## src/rtl/mem_req_pkg.sv

```systemverilog
// Shared definitions for the mem_requester block.
// Contents:
//   state_t     - requester FSM states (IDLE, SETUP, ACCESS, RELEASE)
//   OP_READ     - op encoding for a read  (0)
//   OP_WRITE    - op encoding for a write (1)
//   DEF_ADDR_W  - default word-address width
//   DEF_DATA_W  - default word width (matches mem_word)
package mem_req_pkg;

   typedef enum logic [1:0] {
      IDLE    = 2'd0,
      SETUP   = 2'd1,
      ACCESS  = 2'd2,
      RELEASE = 2'd3
   } state_t;

   localparam logic OP_READ  = 1'b0;
   localparam logic OP_WRITE = 1'b1;

   localparam int DEF_ADDR_W = 4;
   localparam int DEF_DATA_W = 8;

endpackage

```

## src/rtl/mem_requester_if.sv

```systemverilog
// Bundle of the client request/response port and the word-memory bus.
// Parameters: ADDR_W (word address width), DATA_W (word width).
// Signals:
//   req_valid/req_ready/req_op/req_addr/req_wdata - client request handshake
//   rsp_valid/rsp_rdata/rsp_err                  - one-cycle completion
//   mem_select/mem_op/mem_addr/mem_wdata          - requester -> responder
//   mem_rdata/mem_valid                           - responder -> requester
// Modports:
//   master - the requester side (mem_requester)
//   slave  - the environment side (client + responder)
interface mem_requester_if
   import mem_req_pkg::*;
#(
   parameter int ADDR_W = DEF_ADDR_W,
   parameter int DATA_W = DEF_DATA_W
);

   logic              req_valid;
   logic              req_ready;
   logic              req_op;
   logic [ADDR_W-1:0] req_addr;
   logic [DATA_W-1:0] req_wdata;

   logic              rsp_valid;
   logic [DATA_W-1:0] rsp_rdata;
   logic              rsp_err;

   logic              mem_select;
   logic              mem_op;
   logic [ADDR_W-1:0] mem_addr;
   logic [DATA_W-1:0] mem_wdata;
   logic [DATA_W-1:0] mem_rdata;
   logic              mem_valid;

   modport master (
      input  req_valid, req_op, req_addr, req_wdata, mem_rdata, mem_valid,
      output req_ready, rsp_valid, rsp_rdata, rsp_err,
             mem_select, mem_op, mem_addr, mem_wdata
   );

   modport slave (
      output req_valid, req_op, req_addr, req_wdata, mem_rdata, mem_valid,
      input  req_ready, rsp_valid, rsp_rdata, rsp_err,
             mem_select, mem_op, mem_addr, mem_wdata
   );

endinterface

```

## src/rtl/mem_req_timer.sv

```systemverilog
// Watchdog counter for the ACCESS phase.
// Parameter: TIMEOUT (1..255) - expire_o asserts when the count reaches TIMEOUT-1.
// Ports:
//   clk      - clock
//   reset_n  - asynchronous active-low reset
//   clear_i  - synchronous clear to 0 (has priority over enable_i)
//   enable_i - count one per cycle; the count saturates at TIMEOUT-1
//   expire_o - count == TIMEOUT-1
module mem_req_timer
   import mem_req_pkg::*;
#(
   parameter int TIMEOUT = 15
) (
   input  logic clk,
   input  logic reset_n,
   input  logic clear_i,
   input  logic enable_i,
   output logic expire_o
);

   // A one-bit counter still works for TIMEOUT=1 (expiry at count 0).
   localparam int CNT_W = (TIMEOUT > 1) ? $clog2(TIMEOUT) : 1;
   localparam logic [CNT_W-1:0] LAST = CNT_W'(TIMEOUT - 1);

   logic [CNT_W-1:0] cnt_q;
   logic [CNT_W-1:0] cnt_d;

   always_comb begin
      cnt_d = cnt_q;
      if (clear_i) begin
         cnt_d = '0;
      end else if (enable_i && (cnt_q != LAST)) begin
         cnt_d = cnt_q + CNT_W'(1);
      end
   end

   always_ff @(posedge clk or negedge reset_n) begin
      if (!reset_n) begin
         cnt_q <= '0;
      end else begin
         cnt_q <= cnt_d;
      end
   end

   assign expire_o = (cnt_q == LAST);

endmodule

```

## src/rtl/mem_requester.sv

```systemverilog
// Host-side initiator for the word-memory access protocol. Accepts one client
// request at a time, presents it to the responder (SETUP then ACCESS with
// mem_select high), waits for mem_valid or a watchdog timeout, returns a
// one-cycle completion, and always leaves a one-cycle select gap (RELEASE).
// Parameters: ADDR_W, DATA_W, TIMEOUT (max ACCESS cycles, 1..255).
// Ports:
//   clk     - clock, rising edge
//   reset_n - asynchronous active-low reset
//   bus     - mem_requester_if.master (client request/response + memory bus)
// Optional feature, macro MEM_REQUESTER_RETRY_EN: the first timeout silently
// re-runs SETUP/ACCESS with the same op/addr/wdata; only a second timeout is
// reported as rsp_err.
module mem_requester
   import mem_req_pkg::*;
#(
   parameter int ADDR_W  = DEF_ADDR_W,
   parameter int DATA_W  = DEF_DATA_W,
   parameter int TIMEOUT = 15
) (
   input logic             clk,
   input logic             reset_n,
   mem_requester_if.master bus
);

   state_t            state_q, state_d;
   logic              op_q;
   logic [ADDR_W-1:0] addr_q;
   logic [DATA_W-1:0] wdata_q;
   logic              rsp_valid_q;
   logic              rsp_err_q;
   logic [DATA_W-1:0] rdata_q;

   logic tmr_expire;
   logic access_ok;
   logic access_to;
   logic report_err;
   logic retry_pend;

   mem_req_timer #(.TIMEOUT(TIMEOUT)) u_timer (
      .clk      (clk),
      .reset_n  (reset_n),
      .clear_i  (state_q == SETUP),
      .enable_i (state_q == ACCESS),
      .expire_o (tmr_expire)
   );

   // mem_valid wins over a simultaneous expiry.
   assign access_ok = (state_q == ACCESS) && bus.mem_valid;
   assign access_to = (state_q == ACCESS) && !bus.mem_valid && tmr_expire;

`ifdef MEM_REQUESTER_RETRY_EN
   logic retry_q;

   // Set by the first timeout, cleared by whichever completion follows.
   always_ff @(posedge clk or negedge reset_n) begin
      if (!reset_n) begin
         retry_q <= 1'b0;
      end else if (access_ok || report_err) begin
         retry_q <= 1'b0;
      end else if (access_to) begin
         retry_q <= 1'b1;
      end
   end

   assign report_err = access_to && retry_q;
   // Still set in RELEASE only when the first attempt timed out.
   assign retry_pend = retry_q;
`else
   assign report_err = access_to;
   assign retry_pend = 1'b0;
`endif

   // State register
   always_ff @(posedge clk or negedge reset_n) begin
      if (!reset_n) begin
         state_q <= IDLE;
      end else begin
         state_q <= state_d;
      end
   end

   // Next-state logic
   always_comb begin
      state_d = state_q;
      unique case (state_q)
         IDLE:    if (bus.req_valid) state_d = SETUP;
         SETUP:   state_d = ACCESS;
         ACCESS:  if (bus.mem_valid || tmr_expire) state_d = RELEASE;
         RELEASE: state_d = retry_pend ? SETUP : IDLE;
         default: state_d = IDLE;
      endcase
   end

   // Request capture; held through the transaction and retained in IDLE.
   always_ff @(posedge clk or negedge reset_n) begin
      if (!reset_n) begin
         op_q    <= 1'b0;
         addr_q  <= '0;
         wdata_q <= '0;
      end else if ((state_q == IDLE) && bus.req_valid) begin
         op_q    <= bus.req_op;
         addr_q  <= bus.req_addr;
         wdata_q <= bus.req_wdata;
      end
   end

   // Completion: rsp_valid is a single pulse in RELEASE; rdata holds until
   // the next completion and is zero for writes and errors.
   always_ff @(posedge clk or negedge reset_n) begin
      if (!reset_n) begin
         rsp_valid_q <= 1'b0;
         rsp_err_q   <= 1'b0;
         rdata_q     <= '0;
      end else begin
         rsp_valid_q <= access_ok || report_err;
         rsp_err_q   <= report_err;
         if (access_ok) begin
            rdata_q <= (op_q == OP_READ) ? bus.mem_rdata : '0;
         end else if (report_err) begin
            rdata_q <= '0;
         end
      end
   end

   // Outputs
   always_comb begin
      bus.req_ready  = (state_q == IDLE);
      bus.mem_select = (state_q == ACCESS);
      bus.mem_op     = op_q;
      bus.mem_addr   = addr_q;
      bus.mem_wdata  = wdata_q;
      bus.rsp_valid  = rsp_valid_q;
      bus.rsp_err    = rsp_err_q;
      bus.rsp_rdata  = rdata_q;
   end

endmodule
```

## src/flat_wrapper.sv

```systemverilog
// flat-port wrapper written by rule: the top's interface ports become plain ports
module mem_requester_flat import mem_req_pkg::*;
#(
   parameter int ADDR_W  = DEF_ADDR_W,
   parameter int DATA_W  = DEF_DATA_W,
   parameter int TIMEOUT = 15
)
  (clk, reset_n, bus_req_valid, bus_req_op, bus_req_addr, bus_req_wdata, bus_mem_rdata, bus_mem_valid, bus_req_ready, bus_rsp_valid, bus_rsp_rdata, bus_rsp_err, bus_mem_select, bus_mem_op, bus_mem_addr, bus_mem_wdata);
  mem_requester_if #(.ADDR_W(ADDR_W), .DATA_W(DATA_W)) bus_i ();
  input logic clk;
  input logic reset_n;
  input wire logic [$bits(bus_i.req_valid)-1:0] bus_req_valid;
  input wire logic [$bits(bus_i.req_op)-1:0] bus_req_op;
  input wire logic [$bits(bus_i.req_addr)-1:0] bus_req_addr;
  input wire logic [$bits(bus_i.req_wdata)-1:0] bus_req_wdata;
  input wire logic [$bits(bus_i.mem_rdata)-1:0] bus_mem_rdata;
  input wire logic [$bits(bus_i.mem_valid)-1:0] bus_mem_valid;
  output wire logic [$bits(bus_i.req_ready)-1:0] bus_req_ready;
  output wire logic [$bits(bus_i.rsp_valid)-1:0] bus_rsp_valid;
  output wire logic [$bits(bus_i.rsp_rdata)-1:0] bus_rsp_rdata;
  output wire logic [$bits(bus_i.rsp_err)-1:0] bus_rsp_err;
  output wire logic [$bits(bus_i.mem_select)-1:0] bus_mem_select;
  output wire logic [$bits(bus_i.mem_op)-1:0] bus_mem_op;
  output wire logic [$bits(bus_i.mem_addr)-1:0] bus_mem_addr;
  output wire logic [$bits(bus_i.mem_wdata)-1:0] bus_mem_wdata;
  assign bus_i.req_valid = bus_req_valid;
  assign bus_i.req_op = bus_req_op;
  assign bus_i.req_addr = bus_req_addr;
  assign bus_i.req_wdata = bus_req_wdata;
  assign bus_i.mem_rdata = bus_mem_rdata;
  assign bus_i.mem_valid = bus_mem_valid;
  assign bus_req_ready = bus_i.req_ready;
  assign bus_rsp_valid = bus_i.rsp_valid;
  assign bus_rsp_rdata = bus_i.rsp_rdata;
  assign bus_rsp_err = bus_i.rsp_err;
  assign bus_mem_select = bus_i.mem_select;
  assign bus_mem_op = bus_i.mem_op;
  assign bus_mem_addr = bus_i.mem_addr;
  assign bus_mem_wdata = bus_i.mem_wdata;
  mem_requester #(.ADDR_W(ADDR_W), .DATA_W(DATA_W), .TIMEOUT(TIMEOUT)) u_core (.clk(clk), .reset_n(reset_n), .bus(bus_i));
endmodule
```

## config.mk

```make
export PLATFORM = sky130hd
export DESIGN_NAME = mem_requester_flat
export DESIGN_NICKNAME = d
export VERILOG_FILES = /design/src/rtl/mem_req_pkg.sv /design/src/rtl/mem_requester_if.sv /design/src/rtl/mem_req_timer.sv /design/src/rtl/mem_requester.sv /design/src/flat_wrapper.sv
export SDC_FILE = /design/constraint.sdc
export NUM_CORES = 1
export LEC_CHECK = 0
export ABC_AREA = 1
export CORE_ASPECT_RATIO = 1.25
export CORE_MARGIN = 10
export CORE_UTILIZATION = 46
export DETAILED_ROUTE_END_ITERATION = 8
export PLACE_DENSITY = 0.89
export SLEW_MARGIN = 20
export SYNTH_ARGS = -nofsm -noshare
export SYNTH_HDL_FRONTEND = slang
export SYNTH_SLANG_ARGS = --single-unit
```

## constraint.sdc

```tcl
create_clock -name clk -period 3.5 [get_ports clk]
set_input_delay 0.35 -clock clk [delete_from_list [all_inputs] [get_ports clk]]
set_output_delay 0.35 -clock clk [all_outputs]
set_load 0.005 [all_outputs]
```

## After elaboration in Yosys (flattened, before gate mapping)

Cells that the tools add are included.

| word-level totals | value |
|---|---|
| bits in registers | 29 |
| bits of input ports | 25 |
| output and inout port bits | 25 |

| cells by class | value |
|---|---|
| equality and inequality tests | 7 |
| reduce and logical (&&, ||, !) cells | 12 |
| $add $sub $neg | 1 |
| multiplexer cells | 8 |

Operator list:

| operator | count |
|---|---|
| 2-to-1 mux 8 bit | 3 |
| 2-to-1 mux 4 bit | 2 |
| one-hot mux 2 bit (4 select lines) | 1 |
| logical AND 1 bit | 5 |
| adder 4 x 1 -> 4 bit, second input constant | 1 |
| == test 2 bit, second input constant | 2 |
| == test 4 bit, second input constant | 1 |
| 2-to-1 mux 2 bit | 2 |
| != test 4 bit, second input constant | 1 |
| nonzero test 2 bit | 2 |
| == test 2 x 1 -> 1 bit, second input constant | 1 |
| zero test 2 bit | 1 |
| logical OR 1 bit | 2 |
| != test 2 x 1 -> 1 bit, second input constant | 1 |
| != test 2 bit, second input constant | 1 |
| AND reduction 2 bit | 1 |
| zero test 1 bit | 1 |

## Longest topological paths before layout

Gate-level depths: netlist of run 1.

| depth | value |
|---|---|
| word-level depth | 5 |
| gate-level depth with buffers | 8 |

## Modules after synthesis

A second synthesis of run 1 with hierarchy kept.

| second synthesis, totals | value |
|---|---|
| cell total of the unflattened synthesis | 146 |
| area total of the unflattened synthesis | 1305.0 um^2 |

By module, submodules not included:

| module | cells each | seq. area each (um^2) | area each (um^2) | times used |
|---|---|---|---|---|
| mem_requester | 114 | 625.6 | 1056.0 | 1 |
| mem_req_timer | 32 | 100.1 | 249.0 | 1 |

## Least setup slack after synthesis of run 1

No wires, ideal clock.

| path | value |
|---|---|
| path kind | reg-to-reg |
| start point | reg u_core.state_q[0] |
| end point | reg u_core.addr_q[0] (netlist: u_core.bus.mem_addr[0]) |
| path buffers | 1 |
| setup slack | 2.140 ns |
| cell stages (with the launch flop) | 6 |
| arrival time | 1.235 ns |
| required time | 3.375 ns |
| cells stage by stage | dfrtp_1 > inv_1 > ha_1 > nand2_2 > clkbuf_8 > mux2_2 |

| on the way | value |
|---|---|
| cells in the longest elaborated chain, start to end | 2 |

RTL lines:

| what | line | RTL |
|---|---|---|
| start, declared | mem_requester.sv:25 | `state_t state_q, state_d;` |
| start signal, assigned | mem_requester.sv:78 | `state_q <= state_d;` |
| zero test 2 bit | - |  |
| via bus_req_ready | flat_wrapper.sv:18 | `output wire logic [$bits(bus_i.req_ready)-1:0] bus_req_ready;` |
| logical AND 1 bit | mem_requester.sv:100 | `end else if ((state_q == IDLE) && bus.req_valid) begin` |
| end signal, assigned | mem_requester.sv:102 | `addr_q <= bus.req_addr;` |
| end, declared | mem_requester.sv:27 | `logic [ADDR_W-1:0] addr_q;` |

The timed path passes the listed nets, and every way through them passes these cells.
A chain may end at the register's enable or synchronous reset.

## Final worst setup path of run 1

| path | value |
|---|---|
| start point | reg u_core.state_q[0] |
| end point | out bus_mem_select |

| on the way | value |
|---|---|
| cells in the longest elaborated chain, start to end | 1 |

RTL lines:

| what | line | RTL |
|---|---|---|
| == test 2 bit | mem_requester.sv:128 | `bus.mem_select = (state_q == ACCESS);` |
| end, declared | flat_wrapper.sv:22 | `output wire logic [$bits(bus_i.mem_select)-1:0] bus_mem_select;` |

Every way passes these cells.

==> results.yml, run 1 <==
pwr:
  pwr-share-clk: 0.155
  p_switching_w: 0.0004668
  swShare: 0.3222
  leakagePower_nw: 0.8681
  power.share.combinational: 0.455
  pwr-share-seq: 0.390
  total_power_w: 0.001449
  internal-power_w: 0.0009819
  power.density_nw_per_um2: 772.4
  vdd_drop_max_uv: 579.7
clock_tree:
  cts-resized-gates: 0
  numCtsBuffers: 5
  path_clk_slew_ns: 0.09
  cts.sinks: 29
  cts_tree: "done"
  cts_setup_buffers: 0
  clk_latency_ns: 0.33
  h-tree-depth: 2
  cts_root_buf: "clkbuf_4"
  postCtsHoldBufs: 0
  clk_path_buf_depth: 2
synthesis:
  synthTopCellsByArea: "dfrtp_1 (57%), mux2_2 (11%), nand2_1 (6.8%)"
  yosysMostFrequentCell: "dfrtp_1"
  syn_avg_cell_area_sq_um: 10.93
  synth-seq-cells: 29
  synthesis.area_sq_um: 1279
  async_flop_share: 1.000
  netlist_instances: 117
  yosys.area.top_type_share: 0.5675
  ys_seq_area_frac: 0.5675
  synth_top_area_cell: "dfrtp_1"
  yosysWarnings: 0
  synth_ff_type: "dfrtp_1"
  synth_edf_count: 0
  synth_common_cells: "dfrtp_1 (29), nand2_1 (23), inv_1 (18), mux2_2 (13), o21ai_0 (9)"
  synth_nets: 148
  synth_cell_types: 18
sta:
  timing.fmax_ghz: 0.4913
  hold_violations: 0
  fin_tns_setup_ns: 0
  worstMarginPinSlew_ns: 0.3502
  rsz0062_at_grt: "false"
  drv_slew: 0
  post-route-period-util: 0.5816
  fin_skew_ns: 0.01120
  finalSetupViolCount: 0
  maxSlewHeadroom: 0.7666
  min_period_ns: 2.036
critical_path:
  worstSetupPathType: "register to output pin"
  critPathMaxFanout: 6
  cp_data_required_time_ns: 3.15
  worst-r2r-cell-count: 6
  endpoint_kind: "output pin"
  startpoint_type: "register"
  crit_arrival_ns: 1.69
layout:
  nets: 204
  fillerInstances: 215
  area_delta_synth_final_pct: 46.67
  diodes: 0
  drive_gt1_frac: 0.1609
die:
  die_x_microns: 67.16
  core-area_sq_um: 2680
  rows: 21
  start_util: 0.4771
  io_pins: 50
  die_y_microns: 78.95
  die_area_sq_um: 5302
grt:
  grt_pass1_wl_microns: 4954
  grt_usage: 0.1188
  grt-ovfl-total: 0
  grt_start_max_net_pins: 30
  grt_pass1_vias: 1100
  antenna_found_initial: 0
run_status:
  status: "complete, no violations"
route:
  drc: 0
  wire_per_inst_microns: 14.95
  num_vias: 1002
  antenna_left: 0
  drtIter0Drc: 43
  detail_route.vias_per_cell: 4.817
  wirelength_microns: 3109
  dr.pass1.iters: 3
placement:
  numPortBuffers: 49
  gp_congestion: 0.7819
  hpwl_microns: 2554
min_path:
  hold_class: "input pin to async pin"
flow_run:
  max_cap_violations: 0
## routing by layer
layer	up-vias	routed length, microns	GRT usage
li1	488	-	-
met1	469	1157	0.1145
met2	39	1559	0.2139
met3	6	352	0.05758
met4	0	39	0.03704
met5	-	0	0
## through the flow
| step | setup slack (ns) | area (sq um) | hold WS (ns) | utilization | cells |
|---|---|---|---|---|---|
| 2_1_floorplan | 2.140 | 1279 | 0.05441 | - | 117 |
| 3_3_place_gp | 1.888 | 1805 | 0.4825 | 0.6737 | 200 |
| 3_5_place_dp | 1.823 | 1805 | 0.4921 | 0.6737 | 200 |
| 4_1_cts | 1.447 | 1876 | 0.4046 | 0.6998 | 208 |
| 5_1_grt | 1.373 | 1876 | 0.4315 | 0.6998 | 208 |
| 6_report | 1.464 | 1876 | 0.4038 | 0.6998 | 208 |
## power groups by stage
stage	sequential [W]	clock, W	combinational, W
2_1_floorplan	0.000569	0	0.000304
3_3_place_gp	0.000557	0	0.000639
3_5_place_dp	0.000573	0	0.000670
4_1_cts	0.000566	0.000231	0.000674
5_1_grt	0.000581	0.000248	0.000730
6_report	0.000565	0.000225	0.000659
## worst max-delay path, stage by stage (launching register included)
cell and delay (ns):
dfrtp_1 0.40, inv_1 0.12, ha_1 0.29, clkdlybuf4s50_1 0.55
## kinds of logic (layout without fill, tap and decap cells)
family / Yosys count / count (layout) / share of synthesized area
and+or+nand+nor: 38 / 38 / 0.1409
DFF: 29 / 29 / 0.5675
buffers and inverters: 20 / 77 / 0.06653
muxes: 13 / 13 / 0.1145
AOI/OAI and AO/OA: 11 / 11 / 0.05186
adders and majority gates: 6 / 6 / 0.05871
## layout make-up
| type | count | area (sq um) | area share |
|---|---|---|---|
| Timing Repair Buffer | 50 | 498.0 | 0.2655 |
| Tap cell | 34 | 42.54 | 0.02268 |
| Sequential cell | 29 | 725.7 | 0.3869 |
| Multi-Input combinational cell | 68 | 467.9 | 0.2495 |
| Clock inverter | 1 | 5.005 | 0.002668 |
| Inverter | 19 | 71.32 | 0.03803 |
| Clock buffer | 7 | 65.06 | 0.03469 |
## worst paths after layout
kind                       slack, ns                   start                       to
max in group asynchronous       2.83                 reset_n  u_core.bus.mem_wdata[3]
setup reg to reg                1.95       u_core.state_q[0]  u_core.bus.rsp_rdata[5]
min in group clk                0.51  u_core.bus.mem_addr[3]   u_core.bus.mem_addr[3]
hold reg to reg                 0.51  u_core.bus.mem_addr[3]   u_core.bus.mem_addr[3]
setup / recovery                1.46       u_core.state_q[0]           bus_mem_select
hold / removal                  0.40                 reset_n  u_core.u_timer.cnt_q[1]
## registers in the layout (all words and copies together), names as in the netlist
name	flops
u_core.bus.rsp_err	1
u_core.u_timer.cnt_q	4
u_core.bus.mem_op	1
u_core.bus.rsp_rdata	8
u_core.bus.rsp_valid	1
u_core.state_q	2
u_core.bus.mem_wdata	8
u_core.bus.mem_addr	4
## cells in the final DEF (no fill, tap or decap), drive strengths merged
cell type,count
clkbuf,7
or2,1
clkinv,1
nand4,2
a21oi,2
o21ai,9
nor2,2
dfrtp,29
inv,19
ha,6
nand3,7
nand2,24
buf,1
nor3,2
mux2,13
clkdlybuf4s50,49
Note: power is estimated with default switching activity, not from simulation.
==> run 2, diff against run 1 <==
--- a/config.mk
+++ b/config.mk
@@ -8,9 +8,9 @@
 export ABC_AREA = 1
 export CORE_ASPECT_RATIO = 1.25
 export CORE_MARGIN = 10
-export CORE_UTILIZATION = 46
+export CORE_UTILIZATION = 43
 export DETAILED_ROUTE_END_ITERATION = 8
-export PLACE_DENSITY = 0.89
+export PLACE_DENSITY = 0.84
 export SLEW_MARGIN = 20
 export SYNTH_ARGS = -nofsm -noshare
 export SYNTH_HDL_FRONTEND = slang
==> constraint.sdc (replaced) <==
create_clock -name clk -period 2 [get_ports clk]
set_input_delay 0.2 -clock clk [delete_from_list [all_inputs] [get_ports clk]]
set_output_delay 0.2 -clock clk [all_outputs]
set_load 0.005 [all_outputs]
==> results.yml, run 2 (same netlist as run 1, synthesis figures left out) <==
run_status:
  status: "complete, no violations"
clock_tree:
  postCtsHoldBufs: 0
  cts-resized-gates: 0
  cts_root_buf: "clkbuf_4"
  cts.sinks: 29
  clk_path_buf_depth: 2
  h-tree-depth: 2
  cts_setup_buffers: 0
  numCtsBuffers: 5
  path_clk_slew_ns: 0.08
  clk_latency_ns: 0.32
  cts_tree: "done"
critical_path:
  worst-r2r-cell-count: 6
  r2r-start: "u_core.state_q[0]"
  critPathMaxFanout: 6
  endpoint_kind: "output pin"
  crit_arrival_ns: 1.70
  startpoint_type: "register"
  worstSetupPathType: "register to output pin"
  r2r_end: "u_core.bus.rsp_rdata[7]"
  cp_data_required_time_ns: 1.80
  reg2reg_slack_ns: 0.42
route:
  detail_route.vias_per_cell: 4.752
  drtIter0Drc: 25
  drc: 0
  wire_per_inst_microns: 14.34
  antenna_left: 0
  wirelength_microns: 3011
  dr.pass1.iters: 3
  num_vias: 998
sta:
  maxSlewHeadroom: 0.7537
  worstMarginPinSlew_ns: 0.3682
  fin_tns_setup_ns: 0
  min_period_ns: 1.899
  drv_slew: 0
  hold_violations: 0
  rsz0062_at_grt: "false"
  finalSetupViolCount: 0
  post-route-period-util: 0.9493
  fin_ws_ns: 0.1013
  timing.fmax_ghz: 0.5267
  fin_skew_ns: 0.006442
layout:
  area_delta_synth_final_pct: 45.21
  diodes: 0
  fillerInstances: 233
  final_common_cell: "clkdlybuf4s50_1"
  final_area_sq_um: 1857
  final_cell_mix: "clkdlybuf4s50_1 (49), dfrtp_1 (29), nand2_1 (23)"
  drive_gt1_frac: 0.1437
  nets: 204
die:
  start_util: 0.4424
  io_pins: 50
  die_x_microns: 68.78
  rows: 22
  core-area_sq_um: 2890
  die_area_sq_um: 5569
  die_y_microns: 80.97
grt:
  grt_pass1_wl_microns: 5016
  grt-ovfl-total: 0
  grt_usage: 0.1173
  grt_start_max_net_pins: 30
  grt_pass1_vias: 1072
  antenna_found_initial: 0
placement:
  gp_congestion: 0.7330
  placedInstanceArea_sq_um: 1808
  numPortBuffers: 49
  place_ws_ns: 0.4459
  hpwl_microns: 2422
pwr:
  leakagePower_nw: 0.8534
  power.density_nw_per_um2: 1318
  vdd_drop_max_uv: 894.0
min_path:
  hold_class: "input pin to async pin"
flow_run:
  max_cap_violations: 0
run 2: cell types whose count changed in the layout (fill, tap and decap cells not counted):
cell	previous run	this run
clkbuf_1	0	3
clkbuf_8	2	0
clkinv_2	1	0
run 2: final cells by class:
| cell class | instances | area, sq um | share of cell area |
|---|---|---|---|
| sequential | 29 | 725.7 | 0.3908 |
| timing repair buffer | 50 | 498.0 | 0.2682 |
| multi-input combinational | 68 | 467.9 | 0.2520 |
| inverter | 19 | 71.32 | 0.03841 |
| clock buffer | 8 | 48.80 | 0.02628 |
| tap | 36 | 45.04 | 0.02426 |
run 2: through the flow:
stage / utilization / power, W / hold slack (ns) / instances
2_1_floorplan: - / 0.001527 / -0.09559 / 117
3_3_place_gp: 0.6255 / 0.002099 / 0.4813 / 202
3_5_place_dp: 0.6255 / 0.002161 / 0.4974 / 202
4_1_cts: 0.6424 / 0.002488 / 0.2468 / 210
5_1_grt: 0.6424 / 0.002646 / 0.2745 / 210
6_report: 0.6424 / 0.002447 / 0.2450 / 210
run 2: worst max-delay path: stages (launching register included):
cell	delay (ns)
dfrtp_1	0.41
inv_1	0.12
ha_1	0.30
clkdlybuf4s50_1	0.56
run 2: metal layers:
metal	vias to the layer above	part of all wire	global-route usage
met3	7	0.085	0.05234
met1	477	0.36	0.1204
met5	-	0	0
met4	0	0.015	0.04545
li1	483	-	-
met2	31	0.54	0.2024
run 2: report_power, final:
| group | internal (W) | leakage, nW | total (W) | switching, W |
|---|---|---|---|---|
| Combinational | 0.000681 | 0.464 | 0.00114 | 0.000462 |
| Sequential | 0.000833 | 0.362 | 0.000982 | 0.000149 |
| Clock | 0.000140 | 0.0265 | 0.000322 | 0.000182 |
run 2: worst max-delay path by stage:
stage	end	startpoint	slack, ns	cells after the start
final	bus_mem_select	u_core.state_q[0]	0.10	3
after global routing	bus_mem_select	u_core.state_q[0]	0.02	3
after CTS	bus_mem_select	u_core.state_q[0]	0.08	3
after detailed placement	u_core.bus.rsp_rdata[7]	u_core.state_q[0]	0.45	6
after global placement	bus_mem_select	u_core.state_q[0]	0.52	3
after floorplan	u_core.bus.mem_addr[0]	u_core.state_q[0]	0.64	5
==> RTL edit 1, RTL diff (settings of run 1) <==
Build with the macro `MEM_REQUESTER_RETRY_EN` defined.
--- a/src/rtl/mem_requester.sv
+++ b/src/rtl/mem_requester.sv
@@ -10,6 +10,8 @@
 // Optional feature, macro MEM_REQUESTER_RETRY_EN: the first timeout silently
 // re-runs SETUP/ACCESS with the same op/addr/wdata; only a second timeout is
 // reported as rsp_err.
+`define MEM_REQUESTER_RETRY_EN
+
 module mem_requester
    import mem_req_pkg::*;
 #(
Formal check against the unedited RTL: same outputs for any inputs over 10 cycles, from zero or initial values and one cycle with reset_n low; that may be too few to reach the edited logic, so the function may still have changed.
==> RTL edit 1 against run 1 <==
Wire length grew 4.5%. Final cell count grew 5.3%. Critical endpoint unchanged. Sequential share of layout area shrank 1.2 points. Power grew 10%. First-iteration DRC count grew 42%. Die area grew 6.2%. Area after synthesis grew 8.6%. Cell area grew 6.8%. Largest cell class unchanged. Sequential cell count grew 1. Setup slack lost 0.011 ns.
==> RTL edit 1: results (changes against run 1) <==
Setup path
  • CP max-delay cell: clkdlybuf4s50_1 (unchanged)
  • Max stage delay on crit path: 0.53 ns (was 0.55 ns)
  • Crit Path Max Fanout: 5 (was 6)

Yosys
  • Area share of the largest cell type after synthesis: 54.1% (was 56.8%)
  • Post-Syn Nets: 158 (was 148)
  • Yosys warns: 0 (unchanged)
  • Share of the yosys chip area belonging to registers: 54.1% (was 56.8%)
  • FFs w/ async S/R, synth: 100% (unchanged)
  • Syn Area/Cell: 11.0 um2 (was 10.9 um2)
  • Synth cell count leaders: nand2_1, dfrtp_1, nand3_1 (was dfrtp_1, nand2_1, inv_1)
  • Cell variety after synth: 20 (was 18)
  • Area contributors post-synth: dfrtp_1, mux2_4, nand2_1 (was dfrtp_1, mux2_2, nand2_1)

Pwr
  • Worst VDD drop: 0.598 mV (was 0.580 mV)
  • Cell Int Power: 1.08 mW (was 0.982 mW)
  • Leak: 0.982 nW (was 0.868 nW)

Global route
  • Vias in the first global route: 1178 (was 1100)
  • Pin count of the biggest net entering global routing: 31 (was 30)
  • First-pass GRT wire length: 5.55 mm (was 4.95 mm)
  • Initial antenna violation count: 0 (unchanged)
  • Tot GR Track Use: 12.0% (was 11.9%)

Clock network
  • Number of setup buffers added after CTS: 0 (unchanged)
  • # H-tree levels: 2 (unchanged)
  • CTS max path bufs: 2 (unchanged)
  • CTS root buf: clkbuf_4 (unchanged)
  • Clk Latency, worst-skew pair: 0.33 ns (about the same)
  • Clock Pin Slew Worst Setup and Hold Paths: 0.10 ns
  • Cts repair resizes: 0 (unchanged)
  • Total clock buffers created by CTS: 5 (unchanged)

Placement
  • IO Port Bufs: 49 (unchanged)
  • Detailed placement HPWL: 2.61 mm (was 2.55 mm)
  • Gpl congestion: 0.752 (was 0.782)
  • DP Cell Count: 211 (was 200)
  • Setup WS pre-CTS: 1.80 ns (was 1.82 ns)
  • Placed cell areas: 1920 um2 (was 1810 um2)

Routing
  • Via count: 1074 (was 1002)
  • Initial DRT Pass Iterations: 4 (was 3)
  • Drt first-iter violations: 61 (was 43)
  • Routed WL: 3.25 mm (was 3.11 mm)

Cells and area
  • Ant diodes: 0 (unchanged)
  • Layout cell share with drive strength beyond 1: 17.5% (was 16.1%)
  • Non-Filler Instances: 219 (was 208)

STA
  • Clock skew: 0.00768 ns (was 0.0112 ns)
  • Setup Viol. Count Final: 0 (unchanged)
  • Pins Over Slew Limit: 0 (unchanged)
  • Worst Max-Slew Pin Slew: 0.384 ns (was 0.350 ns)

Status
  • Status: complete, no violations (unchanged)

Worst hold path
  • HP Class: in -> async (unchanged)
## RTL edit 1: changes by cell type in the layout (fill, tap and decap cells not counted), moves of 6 or more
cell / change
nand2_1: +11
mux2_4: +10
mux2_2: -10
nand3_1: +6
inv_1: -9
o21ai_0: -8
## RTL edit 1: worst max-delay path, delay by kind of cell (launching register included)
family	cells	cell delay [ns]
adders and majority gates	1	0.26
DFF	1	0.43
buffers and inverters	2	0.67
## RTL edit 1: path summary, 6_finish.rpt
| kind | startpoint | end | slack [ns] | cells after the start |
|---|---|---|---|---|
| min | reset_n | u_core.u_timer.cnt_q[3] | 0.40 | 2 |
| max | u_core.state_q[0] | bus_mem_select | 1.45 | 3 |
| max reg2reg | u_core.state_q[0] | u_core.bus.mem_wdata[3] | 1.92 | 4 |
| max in group asynchronous | reset_n | u_core.bus.rsp_rdata[6] | 2.83 | 2 |
| min reg2reg | u_core.bus.mem_wdata[4] | u_core.bus.mem_wdata[4] | 0.51 | 1 |
| min in group clk | u_core.bus.mem_wdata[4] | u_core.bus.mem_wdata[4] | 0.51 | 1 |
## RTL edit 1: routing by layer
metal	up-vias	global-route usage, %	routed length, um
li1	522	-	-
met1	507	11.5	1240
met2	41	19.8	1540
met3	4	9.17	433
met4	0	3.63	32
met5	-	0	0
## RTL edit 1: cell type report
class / instances / area [um2]
fill: 234 / 915
sequential: 30 / 751
multi-input combinational: 84 / 586
timing repair buffer: 50 / 498
clock inverter: 3 / 45.0
tap: 36 / 45.0
inverter: 11 / 41.3
clock buffer: 5 / 37.5
## RTL edit 1: power groups by stage
stage	Clock, mW	Sequential (mW)	Combinational, mW
6_report	0.279	0.595	0.726
5_1_grt	0.301	0.618	0.809
4_1_cts	0.287	0.596	0.746
3_5_place_dp	0	0.599	0.741
3_3_place_gp	0	0.591	0.706
2_1_floorplan	0	0.595	0.366
## RTL edit 1: cells by family (layout without fill, tap and decap cells)
| kind of cell | after synthesis | count (layout) | synth area share, % |
|---|---|---|---|
| AO/OA/AOI/OAI | 3 | 3 | 1.08 |
| adder cells (fa/ha/maj) | 7 | 7 | 6.31 |
| buffers and inverters | 12 | 69 | 3.78 |
| flip-flops | 30 | 30 | 54.1 |
| multiplexers | 13 | 13 | 13.2 |
| AND/OR/NAND/NOR | 61 | 61 | 21.5 |
==> RTL edit 2, RTL diff (settings of run 1) <==
Made on the original files. Encoding of `state_t`: now one-hot (4 bits for 4 states).
--- a/src/rtl/mem_req_pkg.sv
+++ b/src/rtl/mem_req_pkg.sv
@@ -7,11 +7,11 @@
 //   DEF_DATA_W  - default word width (matches mem_word)
 package mem_req_pkg;
 
-   typedef enum logic [1:0] {
-      IDLE    = 2'd0,
-      SETUP   = 2'd1,
-      ACCESS  = 2'd2,
-      RELEASE = 2'd3
+   typedef enum logic [3:0] {
+      IDLE    = 4'b0001,
+      SETUP   = 4'b0010,
+      ACCESS  = 4'b0100,
+      RELEASE = 4'b1000
    } state_t;
 
    localparam logic OP_READ  = 1'b0;
Function: same outputs for any inputs over 10 cycles, from zero or initial values and one cycle with reset_n low; not proved beyond that.
==> RTL edit 2 against run 1 <==
Power fell by 5.9%. Setup slack got worse by 0.070 ns. Wire length rose by 4.6%. Non-clock buffer count did not move. Critical endpoint is now bus_req_ready. Sequential cell count rose by 2. Final cell count rose by 14%. Via count rose by 18%. Area after synthesis rose by 6.6%. Largest cell class unchanged. Count of clock-buffer cells in the layout did not move. Cell area rose by 2.0%. First-iteration DRC count rose by 7.0%. Sequential power rose by 2%. Clock skew fell by 0.0086 ns. Critical path depth did not move.
==> RTL edit 2: results (changes against run 1) <==
Status
  • Status: complete, no violations (unchanged)

Yosys
  • Compound-Gate Fraction of Synth Area: 6.24% (was 5.19%)
  • Cell variety after synth: 20 (was 18)
  • Synth cell count leaders: nand2_1, dfrtp_1, nand3_1 (was dfrtp_1, nand2_1, inv_1)
  • Share of the yosys chip area belonging to registers: 57.0% (was 56.8%)
  • Adder-cell share of the synthesized area: 1.84% (was 5.87%)
  • Post-Syn Nets: 176 (was 148)
  • Proportion of synthesized area in mux cells: 0% (was 11.4%)
  • Syn Inst Count: 149 (was 117)

Routing
  • Drt first-iter violations: 46 (was 43)
  • Initial DRT Pass Iterations: 5 (was 3)
  • Routed length on met3: 172 um (was 352 um)
  • Via count: 1179 (was 1002)
  • Routed WL: 3.25 mm (was 3.11 mm)
  • Met1 WL: 1.20 mm (was 1.16 mm)
  • Metal2 WL: 1.81 mm (was 1.56 mm)
  • Wire per inst: 13.7 um (was 14.9 um)

Global route
  • First-pass GRT wire length: 5.29 mm (was 4.95 mm)
  • GR met2 Demand/Resource: 22.2% (was 21.4%)
  • Met1 usage: 12.6% (was 11.4%)
  • Vias in the first global route: 1139 (was 1100)
  • Pin count of the biggest net entering global routing: 32 (was 30)

STA
  • Fin crit period: 2.11 ns (was 2.04 ns)
  • Fin Hold WS: 0.410 ns (was 0.404 ns)
  • Max-slew headroom: 74.7% (was 76.7%)

Placement
  • Setup WS pre-CTS: 1.74 ns (was 1.82 ns)
  • Detailed placement HPWL: 2.45 mm (was 2.55 mm)
  • Gpl congestion: 0.847 (was 0.782)

Pwr
  • Net Switching: 0.472 mW (was 0.467 mW)
  • Cell area power density: 713 nW/um2 (was 772 nW/um2)
  • Leak: 0.952 nW (was 0.868 nW)
  • P_comb: 0.595 mW (was 0.659 mW)
  • Worst VDD drop: 0.490 mV (was 0.580 mV)
  • Clock Power Share: 14.0% (was 15.5%)

Cells and area
  • Layout cell share with drive strength beyond 1: 8.91% (was 16.1%)
  • # fillers: 242 (was 215)

Setup path
  • Crit Path Max Fanout: 16 (was 6)
  • Worst Setup SP: u_core.state_q[0] (unchanged)
  • FF-to-FF End: u_core.bus.rsp_rdata[1] (was u_core.bus.rsp_rdata[5])
  • Critical Path End: bus_req_ready (was bus_mem_select)
  • Reg2Reg Depth: 7 (was 6)
==> RTL edit 2: cell count changes after synthesis, sizes merged, moves of 2 or more <==
| cell | run 1 | this run |
|---|---|---|
| o21ai | 9 | 17 |
| nor3 | 2 | 0 |
| nor2 | 2 | 7 |
| buf | 0 | 4 |
| nand2 | 24 | 49 |
| mux2 | 13 | 0 |
| a21oi | 2 | 0 |
| nand3 | 7 | 23 |
| inv | 19 | 11 |
| ha | 6 | 2 |
==> RTL edit 2: worst max-delay path: stages, from the launching register on <==
cell and delay [ns]:
dfstp_2 0.55, nand3_2 0.26, inv_1 0.12, clkdlybuf4s50_1 0.50
==> RTL edit 2: area by class of cell <==
cell class / count / area (um2) / area share (%)
Clock inverter: 1 / 5.00 / 0.262
Multi-Input combinational cell: 101 / 498 / 26.0
Clock buffer: 7 / 45.0 / 2.35
Sequential cell: 31 / 777 / 40.6
Tap cell: 36 / 45.0 / 2.35
Timing Repair Buffer: 50 / 498 / 26.0
Inverter: 12 / 45.0 / 2.35
